<file path="config.mk">
export PLATFORM = sky130hd
export DESIGN_NAME = frecventmetru_poarta
export DESIGN_NICKNAME = d
export VERILOG_FILES = /design/src/rtl/frecventmetru_poarta.sv
export SDC_FILE = /design/constraint.sdc
export NUM_CORES = 1
export LEC_CHECK = 0
export CAP_MARGIN = 20
export CORE_MARGIN = 2
export CORE_UTILIZATION = 24
export CTS_BUF_LIST = sky130_fd_sc_hd__clkbuf_4 sky130_fd_sc_hd__clkbuf_8
export DETAILED_ROUTE_END_ITERATION = 8
export HOLD_SLACK_MARGIN = 0.1
export MAX_ROUTING_LAYER = met4
export PLACE_DENSITY = 0.39
export SYNTH_ARGS = -nofsm -noshare
export SYNTH_HDL_FRONTEND = slang
export SYNTH_SLANG_ARGS = --single-unit
export TNS_END_PERCENT = 20
</file>
<file path="constraint.sdc">
create_clock -name clock -period 2.6 [get_ports clock]
set_clock_uncertainty 0.2 [all_clocks]
set_input_delay 0.39 -clock clock [delete_from_list [all_inputs] [get_ports clock]]
set_output_delay 0.39 -clock clock [all_outputs]
set_load 0.1 [all_outputs]
</file>
<file path="src/rtl/frecventmetru_poarta.sv">
// Gated frequency/period meter: counts rising edges of an asynchronous input over a
// window of GATE_CYCLES clocks, aligned to one input edge, and measures one period.
module frecventmetru_poarta #(
    parameter int unsigned GATE_CYCLES = 100000000,
    parameter int unsigned CNT_W       = 32,
    parameter int unsigned PER_W       = 32
) (
    input  logic             clock,
    input  logic             reset,
    input  logic             start,
    input  logic             sig_in,
    output logic             busy,
    output logic             done,
    output logic [CNT_W-1:0] freq_count,
    output logic [PER_W-1:0] period_cycles,
    output logic             period_valid,
    output logic             overflow,
    output logic             timeout
);

    typedef enum logic [1:0] {
        ST_IDLE,
        ST_WAIT_EDGE,
        ST_MEASURE,
        ST_DONE
    } state_t;

    localparam logic [PER_W-1:0] GATE_LAST = PER_W'(GATE_CYCLES);

    logic sync1, sync2, sync3;
    logic rise;

    state_t           state, state_n;
    logic [PER_W-1:0] gate_cnt, gate_n;
    logic [CNT_W-1:0] edge_cnt, edge_n;
    logic             edge_ovf, edge_ovf_n;
    logic [PER_W-1:0] period_lat, period_lat_n;
    logic             period_found, period_found_n;

    logic [CNT_W-1:0] freq_n;
    logic [PER_W-1:0] period_out_n;
    logic             valid_n, ovf_out_n, timeout_n;

    always_ff @(posedge clock) begin
        if (reset) begin
            sync1 <= 1'b0;
            sync2 <= 1'b0;
            sync3 <= 1'b0;
        end else begin
            sync1 <= sig_in;
            sync2 <= sync1;
            sync3 <= sync2;
        end
    end

    assign rise = sync2 & ~sync3;

    always_ff @(posedge clock) begin
        if (reset) begin
            state         <= ST_IDLE;
            gate_cnt      <= '0;
            edge_cnt      <= '0;
            edge_ovf      <= 1'b0;
            period_lat    <= '0;
            period_found  <= 1'b0;
            freq_count    <= '0;
            period_cycles <= '0;
            period_valid  <= 1'b0;
            overflow      <= 1'b0;
            timeout       <= 1'b0;
        end else begin
            state         <= state_n;
            gate_cnt      <= gate_n;
            edge_cnt      <= edge_n;
            edge_ovf      <= edge_ovf_n;
            period_lat    <= period_lat_n;
            period_found  <= period_found_n;
            freq_count    <= freq_n;
            period_cycles <= period_out_n;
            period_valid  <= valid_n;
            overflow      <= ovf_out_n;
            timeout       <= timeout_n;
        end
    end

    // Results are loaded on the edge entering ST_DONE so they appear together with done.
    always_comb begin
        state_n        = state;
        gate_n         = gate_cnt;
        edge_n         = edge_cnt;
        edge_ovf_n     = edge_ovf;
        period_lat_n   = period_lat;
        period_found_n = period_found;
        freq_n         = freq_count;
        period_out_n   = period_cycles;
        valid_n        = period_valid;
        ovf_out_n      = overflow;
        timeout_n      = timeout;

        case (state)
            ST_IDLE: begin
                if (start) begin
                    state_n        = ST_WAIT_EDGE;
                    gate_n         = '0;
                    edge_n         = '0;
                    edge_ovf_n     = 1'b0;
                    period_lat_n   = '0;
                    period_found_n = 1'b0;
                end
            end

            // gate_cnt is preset to 1 so that in ST_MEASURE it equals the window cycle number.
            ST_WAIT_EDGE: begin
                if (rise) begin
                    state_n        = ST_MEASURE;
                    gate_n         = PER_W'(1);
                    edge_n         = '0;
                    edge_ovf_n     = 1'b0;
                    period_lat_n   = '0;
                    period_found_n = 1'b0;
                end else if (gate_cnt == GATE_LAST - PER_W'(1)) begin
                    state_n      = ST_DONE;
                    freq_n       = '0;
                    period_out_n = '0;
                    valid_n      = 1'b0;
                    ovf_out_n    = 1'b0;
                    timeout_n    = 1'b1;
                end else begin
                    gate_n = gate_cnt + PER_W'(1);
                end
            end

            ST_MEASURE: begin
                if (rise) begin
                    if (edge_cnt == '1) begin
                        edge_ovf_n = 1'b1;
                    end else begin
                        edge_n = edge_cnt + CNT_W'(1);
                    end
                    if (!period_found) begin
                        period_lat_n   = gate_cnt;
                        period_found_n = 1'b1;
                    end
                end
                if (gate_cnt == GATE_LAST) begin
                    state_n      = ST_DONE;
                    freq_n       = edge_n;
                    period_out_n = period_found_n ? period_lat_n : '0;
                    valid_n      = period_found_n;
                    ovf_out_n    = edge_ovf_n;
                    timeout_n    = 1'b0;
                end else begin
                    gate_n = gate_cnt + PER_W'(1);
                end
            end

            ST_DONE: begin
                state_n = ST_IDLE;
            end

            default: begin
                state_n = ST_IDLE;
            end
        endcase
    end

    assign busy = (state != ST_IDLE);
    assign done = (state == ST_DONE);

endmodule
</file>
==> results of run 1 <==
-- final cells by class --
class | count | share of cell area
Clock inverter | 10 | 0.01205
Inverter | 15 | 0.005708
Clock buffer | 20 | 0.02727
Timing Repair Buffer | 150 | 0.1248
Multi-Input combinational cell | 698 | 0.4289
Tap cell | 442 | 0.05607
Sequential cell | 170 | 0.3452
-- path summary, 6_finish.rpt --
path                            slack (ps)                          end                   startpoint
worst max-delay path                   110    gate_cnt[18]$_SDFFE_PP0P_        state[0]$_SDFFE_PP0P_
worst min-delay path                   240  period_lat[17]$_SDFFE_PP0P_                        reset
worst min register to register         250  freq_count[11]$_SDFFE_PP0P_  freq_count[11]$_SDFFE_PP0P_
worst max register to register         110    gate_cnt[18]$_SDFFE_PP0P_        state[0]$_SDFFE_PP0P_
-- cells in the mapped netlist (all sizes together), types with 4 or more instances --
cell	count
a41oi	4
and3	13
and2	13
nor3	22
inv	15
dfxtp	170
a21o	6
a211oi	4
a21oi	40
a22oi	34
nor2b	6
nor2	87
nand3	32
o32ai	5
mux2i	35
o2111ai	4
buf	16
ha	9
nand4	30
nand2	119
or3	18
clkbuf	56
a32o	8
nor4	12
xnor2	18
o21a	4
o21ai	88
a31oi	9
nand3b	7
xor2	25
and4	10
-- state kept, by name, summed over array words and instances, names as in the netlist --
signal         flops
period_lat        32
period_cycles     32
state              2
timeout            1
period_found       1
overflow           1
sync1              1
sync3              1
sync2              1
gate_cnt          32
period_valid       1
freq_count        32
edge_ovf           1
edge_cnt          32
-- cells by family after synthesis --
logic type,Yosys count
AOI/OAI and AO/OA,225
xor gates and xnor gates,43
adders and majority gates,9
buffers and inverters,87
DFF,170
muxes,35
and+or+nand+nor,386
-- repair_timing --
action / CTS / global route
hold buffers: 0 / 0
gates resized for setup: 0 / 5
setup endpoints to repair: 0 / 5
buffers inserted: 0 / 0
-- per-layer routing --
layer  routed length, um  track usage
met4                 274      0.04126
met3                 690      0.02648
met5                   0            -
met1               11960       0.1955
met2               11250       0.2379
-- where the power goes --
group | leakage [nW] | total (mW) | internal, mW | switching (mW)
clock network | 0.191 | 1.95 | 0.906 | 1.05
registers | 1.37 | 2.65 | 2.63 | 0.0240
logic | 1.88 | 1.65 | 0.590 | 1.06
-- per-stage QoR --
stage                       util  instances  hold slack [ps]
after CTS                 0.3018       1505            211.4
after global placement    0.2899       1475            238.1
final                     0.3024       1505            239.6
after floorplan                -        955            213.8
after detailed placement  0.2899       1475            241.4
after global routing      0.3024       1505            233.7
-- cell usage in the layout (no fill, tap or decap), types with 13 or more instances in the layout --
cell type / netlist / final
mux2i_1: 35 / 35
xor2_1: 25 / 25
buf_4: 0 / 140
a22oi_1: 34 / 34
nand2_1: 119 / 119
inv_1: 15 / 15
nor2_1: 87 / 86
and3_1: 13 / 13
xnor2_1: 18 / 18
o21ai_0: 76 / 76
clkbuf_8: 0 / 19
nand3_1: 32 / 32
nor3_1: 21 / 19
dfxtp_1: 170 / 169
nand4_1: 30 / 30
a21oi_1: 40 / 40
or3_1: 18 / 18
-- critical path: cells and delay by family (launching register included) --
kind            cells  cell delay [ps]
compound gates      1              150
fa+ha+maj           1              240
buf+inv             1              110
flops               1              400
simple gates        4             1320
==> impl_results.md, run 1 <==
* Vias in the first global route at 6,824
* Min cycle time layout at 2486 ps
* Worst skew pair latency at 490 ps
* Final Worst Setup Slack at 114.1 ps
* Multi-input gate area at 4230 um^2
* Register area at 3405 um^2
* Post-Syn Area at 7965 um^2
* FMAX at 0.4023 GHz
* Synth top area cells: dfxtp_1 (43%), nand2_1 (5.6%), o21ai_0 (4.8%)
* Power, Total at 6.258 mW
* Syn. warnings at 0
* Clk pin slew, worst setup/hold paths at 100 ps
* Area share of the largest cell type after synthesis at 0.4273
* Max incr delay on CP at 430 ps
* Count of flip-flops with a built-in enable after synthesis at 0
* Setup TNS at 0 ps
* P per Cell Area at 634.5 nW/um^2
* RSZ-0062 raised after global routing: true
* Peak supply drop at 0.3103 mV
* Largest family of logic cells by synthesized area: simple AND/OR/NAND/NOR gates
* DR WL/cell at 16.06 um
* Mapped Cells at 955
* Via density at 4.697
* Total die area at 34,660 um^2
* Synth Area in XOR/XNOR at 0.04728
* Final period util at 0.9561
* Pre-CTS setup slack at 119.6 ps
* Area grow syn2layout at 23.83%
* Global-route wire length before repair at 38,900 um
* FFs w/ async S/R, synth at 0
* Worst Hold Depth at 3
* Share of layout cells above drive strength 1 at 0.1891
* Initial drt markers at 482
* # fillers at 3,548
* Total GRT Usage at 0.1496
* Final #Nets at 1,065
* Antenna Nets Post-Route at 0
* Initial antenna violation count at 0
* H-tree depth at 4
* Worst path cell trace: inv_1 -> ha_1 -> nor2b_1 -> or2_2 -> or3_1 -> or3_1 -> a21oi_1
* Clk buf depth at 2
* Vias after detailed routing at 7,069
* Syn Nets at 968
* Synth Area in Compound Gates at 0.1788
* Mean Syn Cell Area at 8.340 um^2
* Die Span X at 186.2 um
* Final Instance Area at 9863 um^2
* Synth unique cells at 62
* Placed instance area at 9455 um^2
* Post-synthesis simple-gate area fraction at 0.2421
* # IOs at 73
* Final Wtd Congestion at 0.8252
* IO Port Bufs at 72
* Fin. max-slew vios at 0
* CP Capture Type: register
* Max cap viols at 0
* Seq/Total Area, Yosys at 0.4273
* Site row count at 66
* CP Max Fanout at 4
* Hold WC Path Type: in2reg
* Final setup violation count at 0
* ANT cells at 0
* Cts bufs inserted at 17
* CTS tree: done
* Hold Violations, Final at 0
* DIE HEIGHT at 186.2 um
* CP max-delay cell: or3_1
* Yosys reg bits at 170
* Post-Synth Adder-Cell Area at 0.01414
* Mux cell area share after synthesis at 0.04398
* Pre-Repair DR Iteration Count at 5
* Area leader, netlist: dfxtp_1
* Worst r2r path cells at 7
* Clk sinks at 170
* Detailed Place HPWL at 16,820 um
* Leak at 3.445 nW
* Routed WL at 24,180 um
* Status: complete, no violations
* WS Path Type: reg2reg
* Largest net degree at the start of global routing at 100
* Most common cell on crit path: or3_1
* Crit path required time at 2820 ps
* Most used DFF post-synth: dfxtp_1
* Initial Utilization at 0.2442
* CTS Root Buffer Type: clkbuf_8
* Crit path DAT at 2710 ps
* Core area at 32,620 um^2
* Startpoint Class: register
* Drt drc at 0
* Rel. slew slack at 0.6548
* Gr ovfl total at 0
* Worst-margin pin slew at 517.2 ps
Power figures use the tool's default switching activity.
==> run 2: changes to the inputs <==
--- a/config.mk
+++ b/config.mk
@@ -7,12 +7,12 @@
 export LEC_CHECK = 0
 export CAP_MARGIN = 20
 export CORE_MARGIN = 2
-export CORE_UTILIZATION = 24
+export CORE_UTILIZATION = 39
 export CTS_BUF_LIST = sky130_fd_sc_hd__clkbuf_4 sky130_fd_sc_hd__clkbuf_8
 export DETAILED_ROUTE_END_ITERATION = 8
 export HOLD_SLACK_MARGIN = 0.1
 export MAX_ROUTING_LAYER = met4
-export PLACE_DENSITY = 0.39
+export PLACE_DENSITY = 0.56
 export SYNTH_ARGS = -nofsm -noshare
 export SYNTH_HDL_FRONTEND = slang
 export SYNTH_SLANG_ARGS = --single-unit
==> constraint.sdc (replaced) <==
create_clock -name clock -period 3.2 [get_ports clock]
set_clock_uncertainty 0.2 [all_clocks]
set_input_delay 0.48 -clock clock [delete_from_list [all_inputs] [get_ports clock]]
set_output_delay 0.48 -clock clock [all_outputs]
set_load 0.1 [all_outputs]
==> impl_results.md, run 2 (synthesized netlist as in run 1, its figures left out) <==
* Register area at 3403 um^2 (about the same)
* DR WL/cell at 16.07 um (about the same)
* Met3 routed WL at 503 um (-27%)
* Via density at 5.358 (+14%)
* H-tree depth at 4 (unchanged)
* Detailed Place HPWL at 14,110 um (-16%)
* Worst-margin pin slew at 732.3 ps (+215.0 ps)
* Clk sinks at 170 (unchanged)
* Core area at 20,170 um^2 (-38%)
* Wire length on met2 at 9341 um (-17%)
* Status: complete, no violations
* CTS tree: done
* Commonest non-fill, non-tap cell in the layout: dfxtp_1
* ANT cells at 0 (unchanged)
* Final Wtd Congestion at 0.8819 (+6.9%)
* Largest net degree at the start of global routing at 100 (unchanged)
* Worst r2r path cells at 8 (+1)
* Vias in the first global route at 6,543 (-4.1%)
* Fin. max-slew vios at 0 (unchanged)
* Crit path DAT at 2870 ps (+160 ps)
* Rel. slew slack at 0.5073 (-0.1475)
* Share of layout cells above drive strength 1 at 0.1490 (-0.04007)
* Hold WC Path Type: reg2reg
* Most common cell on crit path: and4_1
* RSZ-0062 raised after global routing: false
* Reg-to-Reg Start: gate_cnt[1]$_SDFFE_PP0P_
* Placed instance area at 8835 um^2 (-6.6%)
* IO Port Bufs at 72 (unchanged)
* Max layer used: met4
* Worst Hold Depth at 2 (-1)
* Max incr delay on CP at 460 ps (+30 ps)
* Crit path buffers/inverters at 1 (unchanged)
* Peak supply drop at 0.3942 mV (+27%)
* DIE HEIGHT at 146.9 um (-21%)
* # fillers at 2,075 (-42%)
* P per Cell Area at 534.8 nW/um^2 (-16%)
* Site row count at 52 (-21%)
* CP max-delay cell: or2b_2
* Setup TNS at 0 ps (unchanged)
* Final Instance Area at 9260 um^2 (-6.1%)
* Leak at 3.214 nW (-6.7%)
* Worst path cell trace: ha_1 -> and4_1 -> and4_1 -> o211a_1 -> or2b_2 -> o21ai_2 -> buf_4 -> nor2_1
* Crit path launch: gate_cnt[1]$_SDFFE_PP0P_
* Cts bufs inserted at 17 (unchanged)
* FMAX at 0.3676 GHz (-8.6%)
* Routed WL at 20,730 um (-14%)
* Pre-Repair DR Iteration Count at 5 (unchanged)
* # IOs at 73 (unchanged)
* Pre-CTS setup slack at 522.6 ps (+403.0 ps)
* Final period util at 0.8501 (-0.1060)
* Global-route wire length before repair at 34,480 um (-11%)
* Gr ovfl total at 0 (unchanged)
* Vias after detailed routing at 6,912 (-2.2%)
* Final setup violation count at 0 (unchanged)
* WS Path Type: reg2reg
* Startpoint Class: register
* Crit path required time at 3350 ps (+530 ps)
* Drt drc at 0 (unchanged)
* CP Capture Type: register
* Die Span X at 146.9 um (-21%)
* Initial drt markers at 326 (-32%)
* Min cycle time layout at 2720 ps (+234.5 ps)
* Antenna Nets Post-Route at 0 (unchanged)
* Initial Utilization at 0.3949 (+0.1507)
* Post-CTS setup buffers at 0 (unchanged)
* Total GRT Usage at 0.2032 (+0.05351)
* Min-delay src: freq_count[16]$_SDFFE_PP0P_
* CTS resizes at 0 (unchanged)
* Most frequent cells in the layout: dfxtp_1 (170), nand2_1 (119), buf_4 (99)
* Final Worst Setup Slack at 479.6 ps (+365.5 ps)
* Max cap viols at 0 (unchanged)
* Initial antenna violation count at 0 (unchanged)
* Final #Nets at 1,020 (-4.2%)
* Area grow syn2layout at 16.26%
* Crit path depth at 8 (+1)
* CTS Root Buffer Type: clkbuf_8
* M1 WL at 10,700 um (-11%)
* Total die area at 21,580 um^2 (-38%)
* Largest delay share family, worst path: simple AND/OR/NAND/NOR gates
* Clk pin slew, worst setup/hold paths at 90 ps (about the same)
* Worst skew pair latency at 460 ps (-30 ps)
* # hold bufs at CTS at 0 (unchanged)
* CP Max Fanout at 14 (+10)
* Multi-input gate area at 4209 um^2 (-0.50%)
* Hold Violations, Final at 0 (unchanged)
* Clk buf depth at 2 (unchanged)
* Power, Total at 4.953 mW (-21%)
## run 2: stage by stage
stage                 util  hold WS (ps)  instances
floorplan                -         213.8        955
global placement    0.4380         235.7       1258
detailed placement  0.4380         236.2       1258
CTS                 0.4591         256.2       1290
global route        0.4591         261.9       1290
finish              0.4591         250.8       1290
## run 2: cell type report
type	count	share of cell area
Multi-Input combinational cell	698	0.4545
Sequential cell	170	0.3675
Timing Repair Buffer	105	0.08945
Tap cell	270	0.03648
Clock buffer	22	0.03067
Clock inverter	10	0.01527
Inverter	15	0.006080
## run 2: where the power goes
part | switching [mW] | internal, mW | leakage [nW]
Clock | 0.793 | 0.842 | 0.214
Sequential | 0.0206 | 2.13 | 1.37
Combinational | 0.814 | 0.351 | 1.63
## run 2: worst paths after layout
check / endpoint / slack [ps]
min reg2reg: freq_count[16]$_SDFFE_PP0P_ / 250
max: gate_cnt[24]$_SDFFE_PP0P_ / 480
max reg2reg: gate_cnt[24]$_SDFFE_PP0P_ / 480
min: freq_count[16]$_SDFFE_PP0P_ / 250
## run 2: per-layer routing
metal	up-vias	global-route usage
met4	0	0.05048
met1	3258	0.2781
met2	103	0.3129
li1	3540	-
met3	11	0.03634
met5	-	-
## run 2: worst register-to-register path, cell delays in order, from the launching register on
cell and delay (ps):
dfxtp_1 380, ha_1 240, and4_1 290, and4_1 220, o211a_1 350, or2b_2 460
o21ai_2 170, buf_4 230, nor2_1 80
